===== config.mk =====
export PLATFORM = sky130hd
export DESIGN_NAME = memory_dma
export DESIGN_NICKNAME = d
export VERILOG_FILES = /design/src/rtl/memory_dma.sv
export SDC_FILE = /design/constraint.sdc
export NUM_CORES = 1
export LEC_CHECK = 0
export ABC_AREA = 1
export CAP_MARGIN = 10
export CORE_MARGIN = 2
export CORE_UTILIZATION = 48
export DETAILED_ROUTE_END_ITERATION = 8
export PLACE_DENSITY = 0.86
export SLEW_MARGIN = 10
export SYNTH_ARGS = -nofsm -noshare
export SYNTH_HDL_FRONTEND = slang
export SYNTH_SLANG_ARGS = --single-unit

===== constraint.sdc =====
create_clock -name clk -period 2.1 [get_ports clk]
set_input_delay 0.63 -clock clk [delete_from_list [all_inputs] [get_ports clk]]
set_output_delay 0.63 -clock clk [all_outputs]
set_load 0.01 [all_outputs]

===== src/rtl/memory_dma.sv =====
// memory_dma: single-channel word-copy engine. Reads one 32-bit word from the
// source address, writes it to the destination address, and repeats for
// word_count words. At most one memory request is in flight at any time.

package memory_io_pkg;

  // Request from the DMA to the memory responder.
  typedef struct packed {
    logic        valid;
    logic [31:0] addr;
    logic [31:0] data;
    logic [3:0]  do_read;
    logic [3:0]  do_write;
  } memory_io_req;

  // Response from the memory responder to the DMA.
  typedef struct packed {
    logic        valid;
    logic [31:0] addr;
    logic [31:0] data;
  } memory_io_rsp;

  localparam memory_io_req MEMORY_IO_NO_REQ = '0;

endpackage

module memory_dma
  import memory_io_pkg::*;
#(
  parameter int CNT_W                 = 16,
  parameter bit ENABLE_RSP_ADDR_CHECK = 1'b0
) (
  input  logic             clk,
  input  logic             reset,
  input  logic             start,
  input  logic [31:0]      src_addr,
  input  logic [31:0]      dst_addr,
  input  logic [CNT_W-1:0] word_count,
  output logic             busy,
  output logic             done,
  output logic             err,
  output memory_io_req     mem_req,
  input  memory_io_rsp     mem_rsp
);

  typedef enum logic [2:0] {
    IDLE    = 3'd0,
    RD_REQ  = 3'd1,
    RD_WAIT = 3'd2,
    WR_REQ  = 3'd3,
    WR_WAIT = 3'd4,
    DONE    = 3'd5
  } state_t;

  localparam logic [31:0] WORD_BYTES = 32'd4;
  localparam logic [3:0]  ALL_LANES  = 4'b1111;

  state_t           state;
  state_t           state_next;
  logic [31:0]      cur_src;
  logic [31:0]      cur_dst;
  logic [CNT_W-1:0] remaining;
  logic [31:0]      hold_data;
  logic             err_q;

  // Word addressing only: the two low address bits are deliberately dropped.
  logic unused_addr_bits;
  assign unused_addr_bits = ^{src_addr[1:0], dst_addr[1:0]};

  // The word being finished in WR_WAIT is the last one when one word remains.
  logic last_word;
  assign last_word = (remaining == CNT_W'(1));

  // Address a response must carry: the address of the request it answers.
  // The address registers do not move while waiting, so no copy is kept.
  logic [31:0] outstanding_addr;
  assign outstanding_addr = (state == WR_WAIT) ? cur_dst : cur_src;

  logic rsp_addr_bad;
  assign rsp_addr_bad = ENABLE_RSP_ADDR_CHECK && (mem_rsp.addr != outstanding_addr);

  // State register.
  // NOTE: sequential state is written with <= so every flop samples the
  // pre-edge values of its inputs, independent of block evaluation order.
  always_ff @(posedge clk) begin
    if (reset) begin
      state <= IDLE;
    end else begin
      state <= state_next;
    end
  end

  // Next-state logic: one request per REQ state, WAIT states hold for a response.
  // NOTE: state_next gets a default before the case so every path assigns it
  // and no latch is inferred.
  always_comb begin
    state_next = state;
    case (state)
      IDLE: begin
        if (start) begin
          state_next = (word_count == '0) ? DONE : RD_REQ;
        end
      end
      RD_REQ:  state_next = RD_WAIT;
      RD_WAIT: begin
        if (mem_rsp.valid) begin
          state_next = WR_REQ;
        end
      end
      WR_REQ:  state_next = WR_WAIT;
      WR_WAIT: begin
        if (mem_rsp.valid) begin
          state_next = last_word ? DONE : RD_REQ;
        end
      end
      DONE:    state_next = IDLE;
      default: state_next = IDLE;
    endcase
  end

  // Datapath: command capture, read-data holding, address/count stepping, err flag.
  // NOTE: the holding register is a single flop word, not a memory array, so
  // it is cleared by reset along with the address and count registers.
  always_ff @(posedge clk) begin
    if (reset) begin
      cur_src   <= '0;
      cur_dst   <= '0;
      remaining <= '0;
      hold_data <= '0;
      err_q     <= 1'b0;
    end else begin
      case (state)
        IDLE: begin
          if (start) begin
            cur_src   <= {src_addr[31:2], 2'b00};
            cur_dst   <= {dst_addr[31:2], 2'b00};
            remaining <= word_count;
            err_q     <= 1'b0;
          end
        end
        RD_WAIT: begin
          if (mem_rsp.valid) begin
            hold_data <= mem_rsp.data;
            if (rsp_addr_bad) begin
              err_q <= 1'b1;
            end
          end
        end
        WR_WAIT: begin
          if (mem_rsp.valid) begin
            // Plain 32-bit adds: address wrap past 0xFFFFFFFC is intended.
            cur_src   <= cur_src + WORD_BYTES;
            cur_dst   <= cur_dst + WORD_BYTES;
            remaining <= remaining - CNT_W'(1);
            if (rsp_addr_bad) begin
              err_q <= 1'b1;
            end
          end
        end
        default: begin
        end
      endcase
    end
  end

  // Memory request decode: only the two REQ states drive a valid request.
  always_comb begin
    mem_req = MEMORY_IO_NO_REQ;
    case (state)
      RD_REQ: begin
        mem_req.valid   = 1'b1;
        mem_req.addr    = cur_src;
        mem_req.do_read = ALL_LANES;
      end
      WR_REQ: begin
        mem_req.valid    = 1'b1;
        mem_req.addr     = cur_dst;
        mem_req.data     = hold_data;
        mem_req.do_write = ALL_LANES;
      end
      default: begin
      end
    endcase
  end

  assign busy = (state != IDLE);
  assign done = (state == DONE);
  assign err  = err_q;

endmodule


# After elaboration in Yosys (flattened, before gate mapping)
# Cells that the tools add are included.
# word_totals
output_inout_bits	76
register_bits	115
elab_cells	43
in_bits	148
# classes
n_eq_ne	9
reduce_logical	7
muxes	19
n_addsub	3
# op_table
cell	n
32-bit 2-to-1 mux	5
32-bit one-hot mux with 2 select lines	2
33-bit one-hot mux with 2 select lines	1
32-bit by 3-bit adder with 32-bit output, second input constant	2
16-bit 2-to-1 mux	2
16-bit one-hot mux with 2 select lines	1
16-bit by 1-bit == test with 1-bit output, second input constant	1
16-bit zero test	1
16-bit by 1-bit subtractor with 16-bit output, second input constant	1
3-bit 2-to-1 mux	5
3-bit one-hot mux with 5 select lines	1
4-bit 2-to-1 mux	2
3-bit by 2-bit == test with 1-bit output, second input constant	2
3-bit == test, second input constant	2
2-bit inequality test, second input constant	3
3-bit AND reduction	2
3-bit by 1-bit == test with 1-bit output, second input constant	1
3-bit zero test	1
3-bit nonzero test	1
2-bit AND reduction	1
2-bit nonzero test	1

# Longest topological paths before layout
# depth
ltp_word	4
depth_mapped	10
mapped_depth_nobuf	10

# Least setup slack after synthesis
# No wires, ideal clock.
# synth_path
path_kind	reg2out
from	register state[0]
to	output mem_req[42] (netlist name)
setup_slack_ns	-0.009
required_time_ns	1.470
stages_incl_launch_ff	6
path_buffers	1
arrival_time_ns	1.479
path_cell_list	dfxtp_1 -> inv_1 -> nor3_2 -> inv_2 -> buf_2 -> o22ai_1
# synth_rtl
item	line_no	text
start: declaration	58	state_t state;
start signal: assignment	89	state <= state_next;
end: declaration	42	output memory_io_req mem_req,

==> qor.yml <==
port_buffers: 184
timing.final.ws_setup_ns: -0.2765
netlist_area_before_placement_um2: 7286
grt_overflow_total: 0
area_occupied_by_multi_input_gates_um2: 4484
worst_hold_startpoint: "hold_data[31]"
die_boundary_width_um: 127.2
fp.dieH_um: 127.2
num-nets-final: 1620
critPathArrivalTime_ns: 1.75
vias_in_the_first_global_route: 8058
worst_setup_hold_path_clk_slew_ns: 0.09
worst_setup_path_end_kind: "output pin"
synthCells: 1243
clock-root-buffer: "clkbuf_16"
drt-pass1-iter-count: 6
violated_checks: "negative setup slack"
clock.fmax_ghz: 0.4208
core.rowCount: 45
largest_net_degree_at_the_start_of_global_routing: 51
worst_hold_slack_across_all_endpoints_ns: 0.4576
grt_antenna_before_repair: 0
irDropWorstVdd_uv: 595.5
drt_iter0_markers: 954
drive_gt1_share_pct: 16.84
critPathMaxFanout: 6
seq_area_um2: 2227
synth.yosys.seq_area_share_pct: 30.50
instances_no_fill: 1661
max-clock-path-buffers: 2
synthesis.yosys.warnings: 0
worstReg2RegEnd: "cur_dst[2]"
viasPerCell: 5.411
hold_viol: 0
clock_latency_ns: 0.37
tritoncts_num_sinks: 111
synth_largest_area_cell: "dfxtp_1"
synth_top_cell_area_share_pct: 30.50
post-dp-hpwl_mm: 18.70
cp_startpoint_kind: "flop"
area.growth.synth_to_final_pct: 42.88
first_pass_grt_wire_length_mm: 40.77
finalSetupTns_ns: -10.77
powerDensity_nw_per_um2: 1125
yosys_register_bits: 111
dieArea_um2: 16180
run_status: "finished, violations left"
antenna_cells_inserted: 0
grt_use_total_pct: 31.33
detail-route-antenna-nets: 0
ff2ff_setup_slack_ns: -0.02
num_vias: 8987
remaining_drc_errors: 0
timing.hold.worst.class: "flop to flop"
cts-htree-levels: 3
critPathCapture: "mem_req[70]"
cp.required_ns: 1.47
syn_avg_cell_area_um2: 5.861
power.static_leakage_nw: 4.215
crit-reg2reg-launch: "state[1]"
start_to_end_type_of_the_worst_setup_path: "flop to output pin"
reg2regPathDepth: 11
cts_tree: "yes"
finClkSkew_ns: 0.01308
tritoncts.num_buffers: 9
timing.final.crit_share_pct: 113.2
finalWirelength_mm: 26.09
yosys.cell_types.count: 38
routedWlPerCell_um: 15.71
worstSetupStartpoint: "state[1]"
final_cell_mix: "nand2_1, nor2_1, inv_1"
io_pins: 224
max_cap_viol_count: 0
synthTopCellsByArea: "dfxtp_1, nand2_1, nor2_1, o21ai_0, a21oi_1"
gpl_congestion: 0.9848
layout_commonest_cell: "nand2_1"
timing.final.crit_period_ns: 2.377
setup_repair_after_global_routing_missed_its_margin: "yes"
setup_viol: 68
cell_count_after_placement: 1620
design.core.area_um2: 15030
final-max-slew-violation-count: 0
initial_standard_cell_utilization_of_the_core_pct: 48.46
n_fill_cell: 1298
synthesized netlist by cell type:
library cell / n
a211oi_1: 1
a211oi_2: 1
a21oi_1: 103
a22o_1: 6
a22oi_1: 1
a311oi_1: 1
a31oi_1: 11
buf_1: 3
buf_2: 23
buf_4: 14
buf_6: 2
clkbuf_1: 26
clkinv_1: 1
conb_1: 1
dfxtp_1: 111
ha_1: 4
inv_1: 136
inv_2: 3
nand2_1: 348
nand2_4: 1
nand3_1: 84
nand3b_1: 5
nand4_1: 5
nor2_1: 181
nor2_4: 2
nor3_1: 8
nor3_2: 1
nor4_1: 2
o211ai_1: 2
o21a_1: 1
o21ai_0: 112
o21ai_1: 1
o21ai_4: 1
o21bai_1: 3
o22ai_1: 21
o31ai_1: 1
or2_2: 7
xor2_1: 9
report_power, final:
part | leakage (nW) | internal (mW) | switching [mW]
Clock | 0.150 | 0.857 | 0.939
Sequential | 0.912 | 2.79 | 0.620
Combinational | 3.15 | 2.75 | 3.76
kinds of logic (layout without fill, tap and decap cells):
kind of cell    Yosys count  count (layout)  share of synthesized area [%]
flops                   111             111                          30.50
simple gates            644             644                          35.89
compound gates          266             266                          19.75
other cells               1               3                        0.05147
xor+xnor                  9               9                          1.082
buf+inv                 208             436                          12.04
fa+ha+maj                 4               4                         0.6870
final cells by class:
class / count / area share [%]
Clock buffer: 9 / 2.163
Clock inverter: 7 / 0.7332
Tap cell: 188 / 2.260
Timing Repair Buffer: 280 / 25.11
Sequential cell: 111 / 21.39
Multi-Input combinational cell: 926 / 43.08
Inverter: 140 / 5.264
through the flow:
step	setup WS [ns]	power (mW)	utilization (%)	area [µm²]
6_report	-0.2765	11.71	69.25	10410
5_1_grt	-0.3510	12.51	69.25	10410
4_1_cts	-0.2141	11.24	67.69	10180
3_5_place_dp	-0.2454	8.994	64.51	9698
3_3_place_gp	-0.2010	8.873	64.51	9698
2_1_floorplan	0.1592	6.788	-	7300
metal layers:
metal	share of wire (%)	up-vias	track usage [%]
met5	0	-	0
met4	3.0	0	11.31
met3	8.4	58	7.580
met2	46	423	50.60
met1	42	4074	40.93
li1	-	4432	-
worst min-delay path by stage:
stage / slack [ns] / cells after the start / to
after detailed placement: 0.44 / 2 / hold_data[1]
final: 0.46 / 2 / hold_data[31]
after floorplan: 0.43 / 2 / hold_data[0]
after global placement: 0.44 / 2 / hold_data[21]
after CTS: 0.45 / 2 / hold_data[1]
after global routing: 0.48 / 2 / hold_data[6]
state kept, by name, indices dropped and copies added, names as in the netlist:
register	cells
cur_dst	30
remaining	16
hold_data	32
cur_src	30
state	3
critical path, cell delays in order (launching register included):
cell	delay [ns]
dfxtp_2	0.33
buf_6	0.11
nor3_4	0.22
buf_6	0.15
inv_8	0.04
buf_8	0.13
buf_12	0.14
o22ai_2	0.08
buf_2	0.16
what timing repair did:
item / in CTS / in global routing
endpoints found under the setup margin: 73 / 74
cloned: 3 / 0
gates resized for setup: 335 / 82
pin swaps: 8 / 5
hold buffers: 0 / 0
setup buffers: 14 / 9
No activity file was read; power rests on OpenSTA's default activity.
==> RTL edit 1, RTL diff (same settings) <==
Reset style: asynchronous (`reset`), changed in 2 clocked blocks.
--- a/src/rtl/memory_dma.sv
+++ b/src/rtl/memory_dma.sv
@@ -84,3 +84,3 @@
   // pre-edge values of its inputs, independent of block evaluation order.
-  always_ff @(posedge clk) begin
+  always_ff @(posedge clk or posedge reset) begin
     if (reset) begin
@@ -123,3 +123,3 @@
   // it is cleared by reset along with the address and count registers.
-  always_ff @(posedge clk) begin
+  always_ff @(posedge clk or posedge reset) begin
     if (reset) begin
Function: differs if reset is asserted again (counterexample within 4 cycles, from zero or initial values and one cycle with reset high); with reset held inactive, the same outputs for 10 cycles.
==> RTL edit 1 against the unedited design <==
The flow still finishes with violations (setup timing). Worst setup slack improved by 0.070 ns. Sequential cell count unchanged. Routed wire length decreased by 2.8%. Count of clock-buffer cells in the layout unchanged. Die area increased by 4.5%. Cell area increased by 3.4%. Synthesized area increased by 4.6%. Total power increased by 22%. Highest routed layer unchanged.
==> RTL edit 1: results <==
INSERT INTO impl_metrics (metric_group, metric, value, unit) VALUES
('synth', 'synth_top_cells_by_area', 'sky130_fd_sc_hd__dfrtp_1 36%, sky130_fd_sc_hd__nand2_1 17%, sky130_fd_sc_hd__nor2_1 14%', ''),
('global_routing', 'grt_use_total', '29.4', '%'),
('power_and_ir_drop', 'switching_share', '47.2', '%'),
('cts', 'cts-resized-gates', '326', ''),
('worst_hold_path', 'min-delay-start', 'remaining[15]', ''),
('global_routing', 'grt_util_met3', '6.64', '%'),
('timing', 'finalSetupViolCount', '71', ''),
('status', 'violations_in_the_final_reports', 'setup timing', ''),
('timing', 'final_critical_path_setup_slack', '-0.207', 'ns'),
('setup_path', 'worst-r2r-cell-count', '10', ''),
('timing', 'final.hold.worst_slack', '0.498', 'ns'),
('status', 'outcome', 'complete, but fails checks', ''),
('synth', 'syn_avg_cell_area', '6.21', 'um^2'),
('place', 'place_area', '0.00991', 'mm^2'),
('setup_path', 'critPathMaxStageDelay', '0.42', 'ns'),
('global_routing', 'grt_max_degree', '69', ''),
('final_layout', 'final_layout_size_suffix_gt1_share', '14.9', '%'),
('setup_path', 'worstPathMaxFanout', '5', ''),
('place', 'place_congestion', '0.968', ''),
('setup_path', 'worst-r2r-setup-slack', '0.18', 'ns');
-- RTL edit 1: per-layer routing --
| layer | wire [um] | vias up |
|---|---|---|
| met5 | 0 | - |
| met4 | 962 | 0 |
| met3 | 1740 | 63 |
| met2 | 12500 | 351 |
| met1 | 10100 | 4018 |
| li1 | - | 4266 |
-- RTL edit 1: kinds of logic after synthesis --
logic type | after synthesis | synth area share (%)
AND/OR/NAND/NOR | 752 | 39.4
buffers and inverters | 181 | 10.6
XOR/XNOR | 2 | 0.230
flip-flops | 111 | 36.4
adder cells (fa/ha/maj) | 4 | 0.657
AO/OA/AOI/OAI | 177 | 12.6
other | 1 | 0.0492
-- RTL edit 1: layout make-up --
cell class	instances	area, um^2
fill	1382	4950
multi-input combinational	938	4460
sequential	111	2780
timing repair buffer	241	2440
inverter	125	495
tap	216	270
clock buffer	9	225
clock inverter	7	93.8
==> RTL edit 2, RTL diff (config.mk and constraints unchanged) <==
Without the edit above. Set the parameter `CNT_W` to 32 (it was 16).
--- a/src/rtl/memory_dma.sv
+++ b/src/rtl/memory_dma.sv
@@ -29,3 +29,3 @@
 #(
-  parameter int CNT_W                 = 16,
+  parameter int CNT_W                 = 32,
   parameter bit ENABLE_RSP_ADDR_CHECK = 1'b0
Interface: changed (resized word_count); port bits go from 224 to 240. The function was not compared with the original's and may differ.
==> RTL edit 2 against the unedited design <==
Synthesized area up 19%. Routed wire length up 22%. Sequential cell count up 16. Non-clock buffer count increased by 5. Critical path depth decreased by 1. Critical endpoint is now mem_req[42]. Critical path type unchanged. The run still ends with setup timing left. Worst setup slack better by 0.094 ns. Cell area is 16% higher.
Power is not compared: it rests on default switching activity, and its combinational part moved more than twofold at a synthesized area within 25%.
==> RTL edit 2: results <==
INSERT INTO impl_metrics (metric_group, metric, value, unit) VALUES
('status', 'outcome', 'complete, but fails checks', ''),
('status', 'violations_in_the_final_reports', 'setup timing', ''),
('synth', 'ys_types', '39', ''),
('global_routing', 'grt_use_total', '31.4', '%'),
('global_routing', 'first_pass_grt_wire_length', '49200', 'um'),
('timing', 'final_critical_path_setup_slack', '-0.182', 'ns'),
('synth', 'adder_and_majority_cell_fraction_of_the_synthesized_area', '0.577', '%'),
('final_layout', 'final_layout_size_suffix_gt1_share', '14.7', '%'),
('global_routing', 'grt_util_met3', '4.68', '%'),
('final_layout', 'reg.largest.list', 'hold_data: 32 flops, remaining: 32 flops', ''),
('timing', 'finalSetupViolCount', '65', ''),
('synth', 'synth-compound-area-share', '20.1', '%'),
('global_routing', 'met1_usage', '42.9', '%'),
('cts', 'worst_setup_hold_path_clk_slew', '0.06', 'ns'),
('timing', 'skew', '0.00829', 'ns'),
('cts', 'cts-buffers-inserted', '17', ''),
('synth', 'synth_common_cells', '413 x sky130_fd_sc_hd__nand2_1, 225 x sky130_fd_sc_hd__nor2_1, 173 x sky130_fd_sc_hd__inv_1', ''),
('setup_path', 'worst-r2r-cell-count', '9', ''),
('routing', 'dr.first_iter.drc_count', '1155', ''),
('cts', 'cts-htree-levels', '4', ''),
('setup_path', 'arrival', '1.65', 'ns'),
('place', 'place_area', '0.0112', 'mm^2'),
('timing', 'min_period', '2.28', 'ns'),
('routing', 'wl', '31700', 'um'),
('cts', 'worstSkewPairLatency', '0.43', 'ns');
RTL edit 2: changes by cell type in the layout (fill, tap and decap cells not counted), sizes merged, moves of 16 or more:
cell,change
nand2,+67
nor2,+48
inv,+32
dfxtp,+16
o21ai,+33
nand3,+20
RTL edit 2: metal layers:
metal,vias to the layer above,routed length [um],part of all wire (%)
met2,632,14500,46
met3,82,2940,9.3
met5,-,0,0
li1,5261,-,-
met4,0,860,2.7
met1,4906,13400,42
RTL edit 2: logic make-up (layout without fill, tap and decap cells):
kind of cell	Yosys count	count (layout)
and+or+nand+nor	774	775
buffers and inverters	259	495
xor gates and xnor gates	14	14
DFF	127	127
AOI/OAI and AO/OA	322	322
adders and majority gates	4	4
other	1	3
RTL edit 2: timing repair:
action | 4_1_cts | 5_1_grt
resized for setup | 339 | 49
gates cloned | 1 | 4
endpoints found under the setup margin | 73 | 70
pin swaps | 7 | 7
buffers inserted | 6 | 6
RTL edit 2: final cells by class:
cell class                      count  area [um^2]
Clock buffer                       18          429
Sequential cell                   127         2550
Inverter                          178          681
Clock inverter                     14          168
Tap cell                          229          287
Fill cell                        1559         5780
Timing Repair Buffer              285         2620
Multi-Input combinational cell   1118         5340
RTL edit 2: stage by stage:
stage	util, %	setup WS (ns)	cells	hold slack [ns]
after floorplan	-	0.102	1503	0.422
after global placement	62.9	-0.319	1921	0.438
after detailed placement	62.9	-0.362	1921	0.445
after CTS	65.8	-0.192	1960	0.454
after global routing	67.6	-0.212	1969	0.466
final	67.6	-0.182	1969	0.452
RTL edit 2: final timing paths:
path	startpoint	to
max reg2reg	cur_src[3]	cur_src[18]
min reg2reg	hold_data[24]	hold_data[24]
min	hold_data[24]	hold_data[24]
max	state[0]	mem_req[42]
